$ cat src/rtl/cdb_arbiter.sv
// Common-data-bus arbiter: buffers results from ALU0, ALU1 and LSU in private
// FIFOs and grants up to two per cycle onto registered CDB slots, round-robin.
module cdb_arbiter #(
  parameter int DATA_W     = 16,
  parameter int TAG_W      = 5,
  parameter int FIFO_DEPTH = 2
) (
  input  logic              clk,
  input  logic              rst,
  input  logic              flush,
  input  logic              src_valid_0,
  input  logic [DATA_W-1:0] src_data_0,
  input  logic [TAG_W-1:0]  src_tag_0,
  input  logic              src_valid_1,
  input  logic [DATA_W-1:0] src_data_1,
  input  logic [TAG_W-1:0]  src_tag_1,
  input  logic              src_valid_2,
  input  logic [DATA_W-1:0] src_data_2,
  input  logic [TAG_W-1:0]  src_tag_2,
  output logic              src_ready_0,
  output logic              src_ready_1,
  output logic              src_ready_2,
  output logic              cdb_valid_0,
  output logic [DATA_W-1:0] cdb_data_0,
  output logic [TAG_W-1:0]  cdb_tag_0,
  output logic              cdb_valid_1,
  output logic [DATA_W-1:0] cdb_data_1,
  output logic [TAG_W-1:0]  cdb_tag_1,
  output logic              busy
);
  localparam int AW = $clog2(FIFO_DEPTH);
  localparam int CW = AW + 1;
  localparam int EW = DATA_W + TAG_W;
  localparam logic [CW-1:0] DEPTH_C = CW'(FIFO_DEPTH);
  localparam logic [CW-1:0] ONE_C   = {{(CW-1){1'b0}}, 1'b1};
  localparam logic [CW-1:0] ZERO_C  = {CW{1'b0}};

  logic [2:0]    w_valid;
  logic [2:0]    w_ready;
  logic [2:0]    w_push;
  logic [2:0]    w_pop;
  logic [EW-1:0] w_wdata [3];
  logic [EW-1:0] w_head [3];
  logic [EW-1:0] r_mem [3][FIFO_DEPTH];
  logic [AW-1:0] r_wptr [3];
  logic [AW-1:0] r_rptr [3];
  logic [CW-1:0] r_cnt [3];
  logic [CW-1:0] w_cnt_nxt [3];
  logic [1:0]    r_rr;
  logic [1:0]    w_rr_nxt;
  logic [2:0][1:0] w_order;
  logic [1:0]    w_s;
  logic          w_g0_v;
  logic          w_g1_v;
  logic [1:0]    w_g0_src;
  logic [1:0]    w_g1_src;
  logic [1:0]    w_last;
  logic [EW-1:0] w_g0_ent;
  logic [EW-1:0] w_g1_ent;

  assign w_valid    = {src_valid_2, src_valid_1, src_valid_0};
  assign w_wdata[0] = {src_data_0, src_tag_0};
  assign w_wdata[1] = {src_data_1, src_tag_1};
  assign w_wdata[2] = {src_data_2, src_tag_2};

  assign src_ready_0 = w_ready[0];
  assign src_ready_1 = w_ready[1];
  assign src_ready_2 = w_ready[2];
  assign busy = (r_cnt[0] != ZERO_C) | (r_cnt[1] != ZERO_C) | (r_cnt[2] != ZERO_C);

  // Ready comes from state only; a full FIFO stays closed even while popping.
  always_comb begin
    for (int i = 0; i < 3; i++) begin
      w_ready[i] = (r_cnt[i] < DEPTH_C);
      w_head[i]  = r_mem[i][r_rptr[i]];
      w_push[i]  = w_valid[i] & w_ready[i] & ~flush;
    end
  end

  // Scan sources starting at rr_ptr; the first two non-empty heads win slots 0 and 1.
  always_comb begin
    w_g0_v   = 1'b0;
    w_g1_v   = 1'b0;
    w_g0_src = 2'd0;
    w_g1_src = 2'd0;
    w_s      = 2'd0;
    case (r_rr)
      2'd1:    w_order = {2'd0, 2'd2, 2'd1};
      2'd2:    w_order = {2'd1, 2'd0, 2'd2};
      default: w_order = {2'd2, 2'd1, 2'd0};
    endcase
    for (int k = 0; k < 3; k++) begin
      w_s = w_order[k];
      if (r_cnt[w_s] != ZERO_C) begin
        if (!w_g0_v) begin
          w_g0_v   = 1'b1;
          w_g0_src = w_s;
        end else if (!w_g1_v) begin
          w_g1_v   = 1'b1;
          w_g1_src = w_s;
        end else begin
          w_g1_v = w_g1_v;
        end
      end else begin
        w_g0_v = w_g0_v;
      end
    end
  end

  // Grant muxes, pop strobes and the next round-robin pointer.
  always_comb begin
    case (w_g0_src)
      2'd1:    w_g0_ent = w_head[1];
      2'd2:    w_g0_ent = w_head[2];
      default: w_g0_ent = w_head[0];
    endcase
    case (w_g1_src)
      2'd1:    w_g1_ent = w_head[1];
      2'd2:    w_g1_ent = w_head[2];
      default: w_g1_ent = w_head[0];
    endcase
    for (int i = 0; i < 3; i++) begin
      w_pop[i] = ((w_g0_v && (w_g0_src == 2'(i))) || (w_g1_v && (w_g1_src == 2'(i)))) && !flush;
    end
    w_last   = w_g1_v ? w_g1_src : w_g0_src;
    w_rr_nxt = (w_last == 2'd2) ? 2'd0 : (w_last + 2'd1);
  end

  // Occupancy update; a simultaneous push and pop leaves the count unchanged.
  always_comb begin
    for (int i = 0; i < 3; i++) begin
      case ({w_push[i], w_pop[i]})
        2'b10:   w_cnt_nxt[i] = r_cnt[i] + ONE_C;
        2'b01:   w_cnt_nxt[i] = r_cnt[i] - ONE_C;
        default: w_cnt_nxt[i] = r_cnt[i];
      endcase
    end
  end

  // FIFO storage write port.
  always_ff @(posedge clk) begin
    for (int i = 0; i < 3; i++) begin
      if (w_push[i]) begin
        r_mem[i][r_wptr[i]] <= w_wdata[i];
      end
    end
  end

  // FIFO pointers and counts; flush squashes everything buffered.
  always_ff @(posedge clk or posedge rst) begin
    if (rst) begin
      for (int i = 0; i < 3; i++) begin
        r_cnt[i]  <= ZERO_C;
        r_wptr[i] <= '0;
        r_rptr[i] <= '0;
      end
    end else if (flush) begin
      for (int i = 0; i < 3; i++) begin
        r_cnt[i]  <= ZERO_C;
        r_wptr[i] <= '0;
        r_rptr[i] <= '0;
      end
    end else begin
      for (int i = 0; i < 3; i++) begin
        r_cnt[i] <= w_cnt_nxt[i];
        if (w_push[i]) begin
          r_wptr[i] <= r_wptr[i] + 1'b1;
        end
        if (w_pop[i]) begin
          r_rptr[i] <= r_rptr[i] + 1'b1;
        end
      end
    end
  end

  // Registered CDB slots; an ungranted slot keeps its data/tag and drops valid.
  always_ff @(posedge clk or posedge rst) begin
    if (rst) begin
      r_rr        <= 2'd0;
      cdb_valid_0 <= 1'b0;
      cdb_valid_1 <= 1'b0;
      cdb_data_0  <= '0;
      cdb_tag_0   <= '0;
      cdb_data_1  <= '0;
      cdb_tag_1   <= '0;
    end else if (flush) begin
      r_rr        <= 2'd0;
      cdb_valid_0 <= 1'b0;
      cdb_valid_1 <= 1'b0;
    end else begin
      cdb_valid_0 <= w_g0_v;
      cdb_valid_1 <= w_g1_v;
      if (w_g0_v) begin
        {cdb_data_0, cdb_tag_0} <= w_g0_ent;
        r_rr <= w_rr_nxt;
      end
      if (w_g1_v) begin
        {cdb_data_1, cdb_tag_1} <= w_g1_ent;
      end
    end
  end
endmodule
$ cat config.mk
export PLATFORM = sky130hd
export DESIGN_NAME = cdb_arbiter
export DESIGN_NICKNAME = d
export VERILOG_FILES = /design/src/rtl/cdb_arbiter.sv
export SDC_FILE = /design/constraint.sdc
export NUM_CORES = 1
export LEC_CHECK = 0
export ABC_AREA = 0
export BUFFER_PORTS_ARGS = -buffer_cell sky130_fd_sc_hd__buf_2
export CAP_MARGIN = 20
export CORE_ASPECT_RATIO = 1.5
export CORE_MARGIN = 2
export CORE_UTILIZATION = 55
export CTS_CLUSTER_SIZE = 25
export DETAILED_ROUTE_END_ITERATION = 10
export GPL_ROUTABILITY_DRIVEN = 0
export PLACE_DENSITY = 0.83
export SYNTH_ARGS = -nofsm -noshare
export SYNTH_HDL_FRONTEND = slang
export SYNTH_SLANG_ARGS = --single-unit
$ cat constraint.sdc
create_clock -name clk -period 3.7 [get_ports clk]
set_clock_uncertainty 0.15 [all_clocks]
set_input_delay 0.74 -clock clk [delete_from_list [all_inputs] [get_ports clk]]
set_output_delay 0.74 -clock clk [all_outputs]
set_load 0.02 [all_outputs]
==> results of run 1 <==
per-stage QoR:
stage / setup slack [ns] / cell area [sq um] / std cells / hold WS, ns
finish: 0.211 / 9730 / 945 / 0.155
global route: 0.0124 / 9730 / 945 / 0.177
CTS: 0.0298 / 9710 / 944 / 0.155
detailed placement: 0.0449 / 9110 / 912 / 0.316
global placement: 0.301 / 9110 / 912 / 0.313
floorplan: 0.374 / 8300 / 620 / 0.336
power by group:
group / internal, W / switching [W] / total, W
Combinational: 0.00197 / 0.00285 / 0.00482
Clock: 0.00105 / 0.000762 / 0.00181
Sequential: 0.00266 / 0.000358 / 0.00302
state kept, by name (all words and copies together) (netlist names):
register	cells
cdb_valid_1	1
r_rr	2
r_mem	126
r_rptr	3
cdb_valid_0	1
r_cnt	6
r_wptr	3
cdb_tag_0	5
cdb_data_0	16
cdb_data_1	16
cdb_tag_1	5
Yosys cell counts (3+ instances only):
cell type and n:
edfxtp_1 126, and3b_1 3, mux2_2 84, buf_4 5, inv_1 12, nand2_1 54
nand3_1 5, nor2_1 37, o21a_1 3, ha_1 9, buf_6 3, o21ai_0 45
xor2_1 3, clkbuf_1 19, buf_2 4, xnor2_1 10, nor3b_1 5, nor2b_1 3
a21oi_1 31, a22oi_1 43, nor3_1 6, dfrtp_1 58, buf_1 10
layout by cell type, fill, tap and decap left out, types with 3 or more instances in the layout:
cell,n
nor2b_1,3
a22oi_1,43
o21ai_0,45
edfxtp_1,126
ha_1,7
inv_6,3
buf_2,116
nand2_1,54
nor3b_2,4
buf_4,17
xnor2_1,10
a21oi_1,31
dfrtp_1,58
mux2_2,84
o21a_1,3
nor3_1,6
xor2_1,3
clkbuf_16,17
inv_1,11
clkinvlp_4,3
and3b_1,3
nand3_1,5
nor2_1,37
layout make-up:
class,count,area (sq um),area share
inverter,12,45.0,0.00463
clock inverter,11,136,0.0140
tap,199,249,0.0256
clock buffer,21,460,0.0473
timing repair buffer,135,748,0.0769
multi-input combinational,383,2860,0.293
sequential,184,5240,0.538
worst paths after layout:
path                                      from  cells after the start              to
worst max-delay path                   r_rr[0]                     13        r_cnt[3]
max in group asynchronous                  rst                      3  cdb_data_1[10]
min in group clk                cdb_data_0[10]                      2  cdb_data_0[10]
worst min-delay path                       rst                      2       r_rptr[2]
worst max register to register         r_rr[0]                     13        r_cnt[3]
worst min register to register  cdb_data_0[10]                      2  cdb_data_0[10]
layer usage:
layer,global-route usage,routed length (um)
met5,0,0
met3,0.0548,954
met2,0.458,10600
met4,0.103,741
met1,0.256,6590
repair_timing:
action / in CTS / in global routing
hold buffers: 0 / 0
resized for setup: 0 / 3
buffers inserted: 0 / 1
setup endpoints to repair: 0 / 35
critical path, stage by stage (launching register included):
cell and delay (ns):
dfrtp_1 0.41, inv_1 0.07, ha_2 0.45, nor3_1 0.11
o32ai_4 0.47, nand2b_4 0.23, a21oi_1 0.09, or2_2 0.33
inv_1 0.08, ha_1 0.18, o21a_1 0.15, o22ai_2 0.08
or4_1 0.43, a41oi_2 0.18
cells by family after synthesis:
family,Yosys count
AOI/OAI and AO/OA,145
xor gates and xnor gates,13
adders and majority gates,12
buffers and inverters,53
DFF,184
muxes,86
and+or+nand+nor,127
==> metrics.txt, run 1 <==
FP Rows=55; CTS tree=done; Synth Instances=620; Vias=5494; Max Fanout on Critical Path=13; Worst Tran Pin Value=between 0.9 and 1 ns; die height=154 um; total track usage=0.242; Synth warnings=0; mux contribution to synthesized area=0.116; Worst-Skew Late Latency=0.43 ns; initial antenna violation count=0; Worst Setup Start Kind=flop; # Max-Cap Violations=0; Pleak=3.72 nW; synth unique cells=slightly above 50; Inserted Clock Buffers=17; I/O pin count=117; Pre-Repair DR Iteration Count=6; largest net degree at the start of global routing=between 40 and 50; total congestion overflow=0; Max Root-Sink Buffers=2; Setup-failing EPs final=0; routed vias/inst=5.81; post-synthesis xor/xnor area fraction=0.0137; setup TNS=0 ns; IO Port Bufs=116; Syn Std Cell Area=8300 sq um; Crit path required time=3.89 ns; syn_area_per_cell=13.4 sq um; power per cell area=991 nW/um^2; post-synthesis compound-gate area fraction=0.121; total die area=16100 sq um; Worst Hold Class=in2async; Fmax=~290 MHz; H-tree Lvls=4; remaining routing DRC violations=0; power consumption=0.00964 W; post-synth top area cell=edfxtp_1; Starting Density=0.556; Synth Area in Simple Gates=0.0710; Slew Viols, Final=0; post-synth top area share=0.456; minimum clock period=3.49 ns; largest family of logic cells by synthesized area=compound AO/OA/AOI/OAI gates; sequential share of the synthesized area=0.631; drt first-iter violations=about 470; ranking of synthesized cells by area=edfxtp_1 46%, dfrtp_1 17%, mux2_2 11%; Worst Setup End Kind=flop; clk sinks=184; top_reg_cell synth=edfxtp_1; final hold violation count=0; Synth Area in Adders=0.0176; relative slew slack=0.344; first-pass GRT wire length=29500 um; Setup CP Type=reg2reg; Clock transition at path regs=0.07 ns; n_diodes=0; Die Wd=roughly 100 um; Post-synth EDFFs=126; arrival time worst endpoint=about 3.7 ns; DPL Wire Length=13600 um; Post-Syn Nets=about 700; Synth Register Bits=184; Core Box Area=14900 sq um; Period Utilization, post-route=0.943; final core occ=0.652; Routed Antenna Nets=0; Post-Route WL=18900 um; Worst R2R Setup Slack=about 0.21 ns; layout cells sized above 1=0.367; nets=just over 800; P&R area growth vs syn=17.2%; RSZ-0062 raised after global routing=no; cell chosen for the clock root=clkbuf_16; Routed WL per cell=20.0 um; peak supply drop=between 700 and 800 uV; number of global-route vias before repair=between 5000 and 6000; ys async rst share=0.315; outcome=finished, final reports clean; fillers=1048
Note: power is estimated with default switching activity, not from simulation.
==> run 2, diff against run 1 <==
--- a/config.mk
+++ b/config.mk
@@ -14,7 +14,9 @@
 export CTS_CLUSTER_SIZE = 25
 export DETAILED_ROUTE_END_ITERATION = 10
 export GPL_ROUTABILITY_DRIVEN = 0
-export PLACE_DENSITY = 0.83
+export PLACE_DENSITY = 0.81
+export SLEW_MARGIN = 30
 export SYNTH_ARGS = -nofsm -noshare
 export SYNTH_HDL_FRONTEND = slang
 export SYNTH_SLANG_ARGS = --single-unit
+export TNS_END_PERCENT = 20
==> run 2 against run 1 <==
Effect of this change: largest power group unchanged; register-to-register slack worse by 0.04 ns; critical path depth decreased by 1; sequential cell count stayed put; maximum frequency fell by 1.2%; setup slack got worse by 0.043 ns; clock power down 4%; sequential share of layout area about the same; core utilization hardly changed; largest cell class unchanged.
==> metrics.txt, run 2 (synthesis results as in run 1) <==
Vias=5476 (-0.33%); I/O pin count=117 (unchanged); routed vias/inst=5.79 (-0.43%); total track usage=0.240 (-0.00240); Inserted Clock Buffers=17 (unchanged); Pre-Repair DR Iteration Count=7 (+1); final hold violation count=0 (unchanged); Setup CP Type=reg2reg; n_diodes=0 (unchanged); initial antenna violation count=0 (unchanged); max reg flops=126 (unchanged); remaining routing DRC violations=0 (unchanged); CTS tree=done; WHS=0.134 ns (-0.0217 ns); fillers=1064 (+1.5%); most frequent cells in the layout=126 x edfxtp_1, 116 x buf_2, 84 x mux2_2; nets=812 (+0.12%); placed cells=912 (unchanged); Setup-failing EPs final=0 (unchanged); Layout Cells excl Fill=946 (+0.11%); Fmax=283 MHz (-1.2%); minimum clock period=3.53 ns (+0.0428 ns); cell chosen for the clock root=clkbuf_16; Core Box Area=14900 sq um (unchanged); Max Root-Sink Buffers=2 (unchanged); peak supply drop=852 uV (+17%); power consumption=0.00955 W (-0.91%); DPL Wire Length=13800 um (+1.6%); P&R area growth vs syn=17.1% (about the same); H-tree Lvls=4 (unchanged); largest net degree at the start of global routing=45 (+2.3%); CTS Hold Buffers Added=0 (unchanged); Worst Setup End Kind=flop; total congestion overflow=0 (unchanged); Worst Setup Start Kind=flop; first-pass GRT wire length=29300 um (-0.84%); Post-Route WL=19200 um (+1.5%); leading cell type in the layout, fill and taps excluded=edfxtp_1; Routed Antenna Nets=0 (unchanged); Max Fanout on Critical Path=13 (unchanged); Worst Hold Class=in2async; Worst Tran Pin Value=0.920 ns (-0.0630 ns); Clock transition at path regs=0.07 ns (about the same); Pleak=3.72 nW (about the same); Crit path required time=3.88 ns (about the same); clk sinks=184 (unchanged); relative slew slack=0.386 (+0.0420); die height=154 um (unchanged); power per cell area=983 nW/um^2 (-0.85%); Starting Density=0.556 (unchanged); Period Utilization, post-route=0.955 (+0.0116); drt first-iter violations=368 (-21%); layout cells sized above 1=0.368 (+0.000847); outcome=finished, final reports clean; Routed WL per cell=20.2 um (+1.3%); number of global-route vias before repair=5787 (+2.1%); # Max-Cap Violations=0 (unchanged); total die area=16100 sq um (unchanged); Die Wd=104 um (unchanged); FP Rows=55 (unchanged); Worst-Skew Late Latency=0.42 ns (about the same); Slew Viols, Final=0 (unchanged); arrival time worst endpoint=3.72 ns (+0.04 ns); IO Port Bufs=116 (unchanged)
==> run 2: path summary, 6_finish.rpt <==
path	start	end	cells after the start	slack (ns)
max in group asynchronous	rst	cdb_data_0[11]	3	2.36
max reg2reg	r_rr[0]	r_cnt[5]	12	0.17
max	r_rr[0]	r_cnt[5]	12	0.17
min	rst	r_cnt[4]	2	0.13
min reg2reg	cdb_data_0[5]	cdb_data_0[5]	2	0.36
min in group clk	src_tag_1[0]	r_mem[0][63]	1	0.35
==> run 2: report_power, final <==
group	switching, W	internal [W]
clock network	0.000783	0.000948
logic	0.00281	0.00199
registers	0.000369	0.00266
==> run 2: through the flow <==
stage | instance area [sq um] | setup TNS [ns] | setup slack, ns | utilization
floorplan | 8300 | 0 | 0.374 | -
global placement | 9110 | 0 | 0.273 | 0.610
detailed placement | 9110 | 0 | 0.0260 | 0.610
CTS | 9680 | 0 | 0.0217 | 0.648
global route | 9720 | -0.0256 | -0.0256 | 0.651
finish | 9720 | 0 | 0.168 | 0.651
==> run 2: worst max-delay path, cell delays in order (launching register included) <==
cell,delay [ns]
dfrtp_1,0.40
inv_1,0.06
ha_2,0.38
o21bai_4,0.24
a221oi_4,0.41
o21ai_0,0.18
o211ai_1,0.33
inv_1,0.12
ha_1,0.27
maj3_4,0.36
o22ai_4,0.20
nand3_1,0.12
a41oi_2,0.22
==> run 2: final cells by class <==
| type | instances | area [sq um] | area share |
|---|---|---|---|
| clock buffer | 18 | 429 | 0.0441 |
| clock inverter | 14 | 138 | 0.0142 |
| inverter | 12 | 45.0 | 0.00463 |
| multi-input combinational | 383 | 2870 | 0.295 |
| sequential | 184 | 5240 | 0.538 |
| tap | 199 | 249 | 0.0256 |
| timing repair buffer | 136 | 756 | 0.0777 |
==> run 2: repair_timing <==
item | CTS | global route
resized for setup | 0 | 4
buffers inserted | 0 | 2
endpoints found under the setup margin | 0 | 35
==> run 2: per-layer routing <==
layer	routed length (um)	track usage	vias to the layer above
met5	0	0	-
met4	822	0.124	0
met3	887	0.0434	63
met2	10900	0.457	219
met1	6560	0.248	2660
li1	-	-	2534
==> run 3, diff against run 2 <==
--- a/config.mk
+++ b/config.mk
@@ -6,10 +6,10 @@
 export NUM_CORES = 1
 export LEC_CHECK = 0
 export ABC_AREA = 0
-export BUFFER_PORTS_ARGS = -buffer_cell sky130_fd_sc_hd__buf_2
+export BUFFER_PORTS_ARGS = -buffer_cell sky130_fd_sc_hd__buf_4
 export CAP_MARGIN = 20
 export CORE_ASPECT_RATIO = 1.5
-export CORE_MARGIN = 2
+export CORE_MARGIN = 8
 export CORE_UTILIZATION = 55
 export CTS_CLUSTER_SIZE = 25
 export DETAILED_ROUTE_END_ITERATION = 10
==> run 3 against run 2 <==
Effect of this change: non-clock buffer count rose by 1; combinational power rose by 5.4%; critical path depth rose by 1; design area rose by 2.8%; worst hold slack improved by 0.21 ns; critical endpoint is now cdb_tag_1[1]; highest routed layer unchanged.
==> metrics.txt, run 3 (synthesis results as in run 1) <==
max reg flops=126 (unchanged); slowest CP cell=nor3b_1; Layout Cells excl Fill=947 (+0.11%); Stages on worst setup path=13 (+1); drt first-iter violations=514 (+40%); Slew Viols, Final=0 (unchanged); power per cell area=980 nW/um^2 (-0.25%); Setup CP Type=reg2reg; CTS Hold Buffers Added=0 (unchanged); worst hold endpoint=cdb_data_0[6]; Starting Density=0.556 (unchanged); clk sinks=184 (unchanged); placed cells=912 (unchanged); number of global-route vias before repair=5827 (+0.69%); total congestion overflow=0 (unchanged); RR Endpoint=cdb_tag_1[1]; total track usage=0.212 (-0.0284); Vias=5554 (+1.4%); Worst Hold Class=reg2reg; layout cells sized above 1=0.372 (+0.00352); final hold violation count=0 (unchanged); CTS tree=done; nets=813 (+0.12%); I/O pin count=117 (unchanged); Worst Setup End Kind=flop; DPL Wire Length=14500 um (+4.6%); outcome=finished, final reports clean; leading cell type in the layout, fill and taps excluded=buf_4; Die Wd=116 um (+12%); cell chosen for the clock root=clkbuf_16; Routed WL per cell=21.3 um (+5.4%); crit-path leading delay family=simple AND/OR/NAND/NOR gates; met3 GRT Util=0.0384 (-0.00503); peak supply drop=729 uV (-14%); Hold Crit Depth=2; die height=166 um (+7.8%); Max Root-Sink Buffers=2 (unchanged); R2R cell count=13 (+1); Worst R2R Setup Slack=0.11 ns (-0.05 ns); relative slew slack=0.350 (-0.0360); FP Rows=55 (unchanged); max incr delay on CP=0.43 ns (+0.02 ns); # Max-Cap Violations=0 (unchanged); met1 Track Usage GR=0.222 (-0.0260); Setup-failing EPs final=0 (unchanged); Worst Setup Start Kind=flop; H-tree Lvls=4 (unchanged); Buf+Inv Stages, Crit Path=3 (+1); Pleak=3.79 nW (+2.1%); final core occ=0.669 (+0.0182); Crit path required time=3.85 ns (-0.03 ns); Routed Antenna Nets=0 (unchanged); total die area=19400 sq um (+20%); Pre-Repair DR Iteration Count=7 (unchanged); routed vias/inst=5.86 (+1.3%); fillers=1062 (-0.19%); first-pass GRT wire length=31000 um (+6.0%); Fmax=279 MHz (-1.5%); Clock transition at path regs=0.07 ns (about the same); Worst-Skew Late Latency=0.42 ns (about the same); Max Fanout on Critical Path=21 (+8); Worst Tran Pin Value=0.975 ns (+0.0541 ns); largest net degree at the start of global routing=59 (+31%); initial antenna violation count=0 (unchanged); Period Utilization, post-route=0.969 (+0.0143); gr busiest metal=met2; Post-Route WL=20200 um (+5.5%); minimum clock period=3.59 ns (+0.0529 ns); hold path start=cdb_data_0[6]; grt met2 use=0.386 (-0.0709); remaining routing DRC violations=0 (unchanged); Core Box Area=14900 sq um (unchanged); critical-path cell list=inv_1 > ha_2 > nor3b_1 > o32ai_4 > nand2b_4 > a21oi_1 > or2_2 > inv_1 > ha_1 > buf_4 > a22oi_1 > a21oi_1 > mux2_2; arrival time worst endpoint=3.74 ns (+0.02 ns); most frequent cells in the layout=135 x buf_4, 126 x edfxtp_1, 84 x mux2_2; Inserted Clock Buffers=17 (unchanged); n_diodes=0 (unchanged); RR Startpoint=r_rr[0]; P&R area growth vs syn=20.4%; IO Port Bufs=116 (unchanged)
[run 3: metrics by stage]
stage	setup slack, ns	total power, W	instance area (sq um)	TNS, ns	hold WS (ns)
global placement	0.281	0.00777	9400	0	0.327
floorplan	0.374	0.00641	8300	0	0.336
global route	-0.0678	0.0103	9990	-0.580	0.340
finish	0.115	0.00980	9990	0	0.341
CTS	0.00806	0.00969	9950	0	0.343
detailed placement	0.0122	0.00797	9400	0	0.327
[run 3: area by class of cell]
type	instances	area, sq um	area share
tap	199	249	0.0249
timing repair buffer	137	1050	0.105
multi-input combinational	383	2860	0.286
clock buffer	20	437	0.0437
inverter	12	45.0	0.00451
sequential	184	5240	0.524
clock inverter	12	119	0.0119
[run 3: repair_timing]
action | in CTS | in global routing
hold endpoints to repair | 0 | 0
setup endpoints to repair | 0 | 34
buffers inserted | 0 | 3
resized for setup | 0 | 3
[run 3: worst max path at each step]
stage | startpoint | endpoint
floorplan | r_rr[0] | cdb_data_1[11]
global placement | r_rr[0] | r_cnt[1]
detailed placement | r_rr[0] | r_cnt[1]
CTS | r_rr[0] | r_cnt[1]
global route | r_rr[0] | cdb_data_1[14]
finish | r_rr[0] | cdb_tag_1[1]
[run 3: worst register-to-register path, delay by kind of cell (launching register included)]
family	cells	cell delay (ns)
AND/OR/NAND/NOR	3	0.84
AO/OA/AOI/OAI	4	0.81
adder cells (fa/ha/maj)	2	0.63
flip-flops	1	0.42
buffers and inverters	3	0.35
multiplexers	1	0.27
[run 3: power by group]
part | switching (W) | leakage [nW] | internal (W)
Clock | 0.000764 | 0.269 | 0.000941
Combinational | 0.00289 | 1.66 | 0.00215
Sequential | 0.000382 | 1.87 | 0.00266
[run 3: layer usage]
| metal | up-vias | share of wire |
|---|---|---|
| met3 | 53 | 0.051 |
| met2 | 226 | 0.56 |
| met4 | 0 | 0.045 |
| met1 | 2735 | 0.34 |
| met5 | - | 0 |
| li1 | 2540 | - |
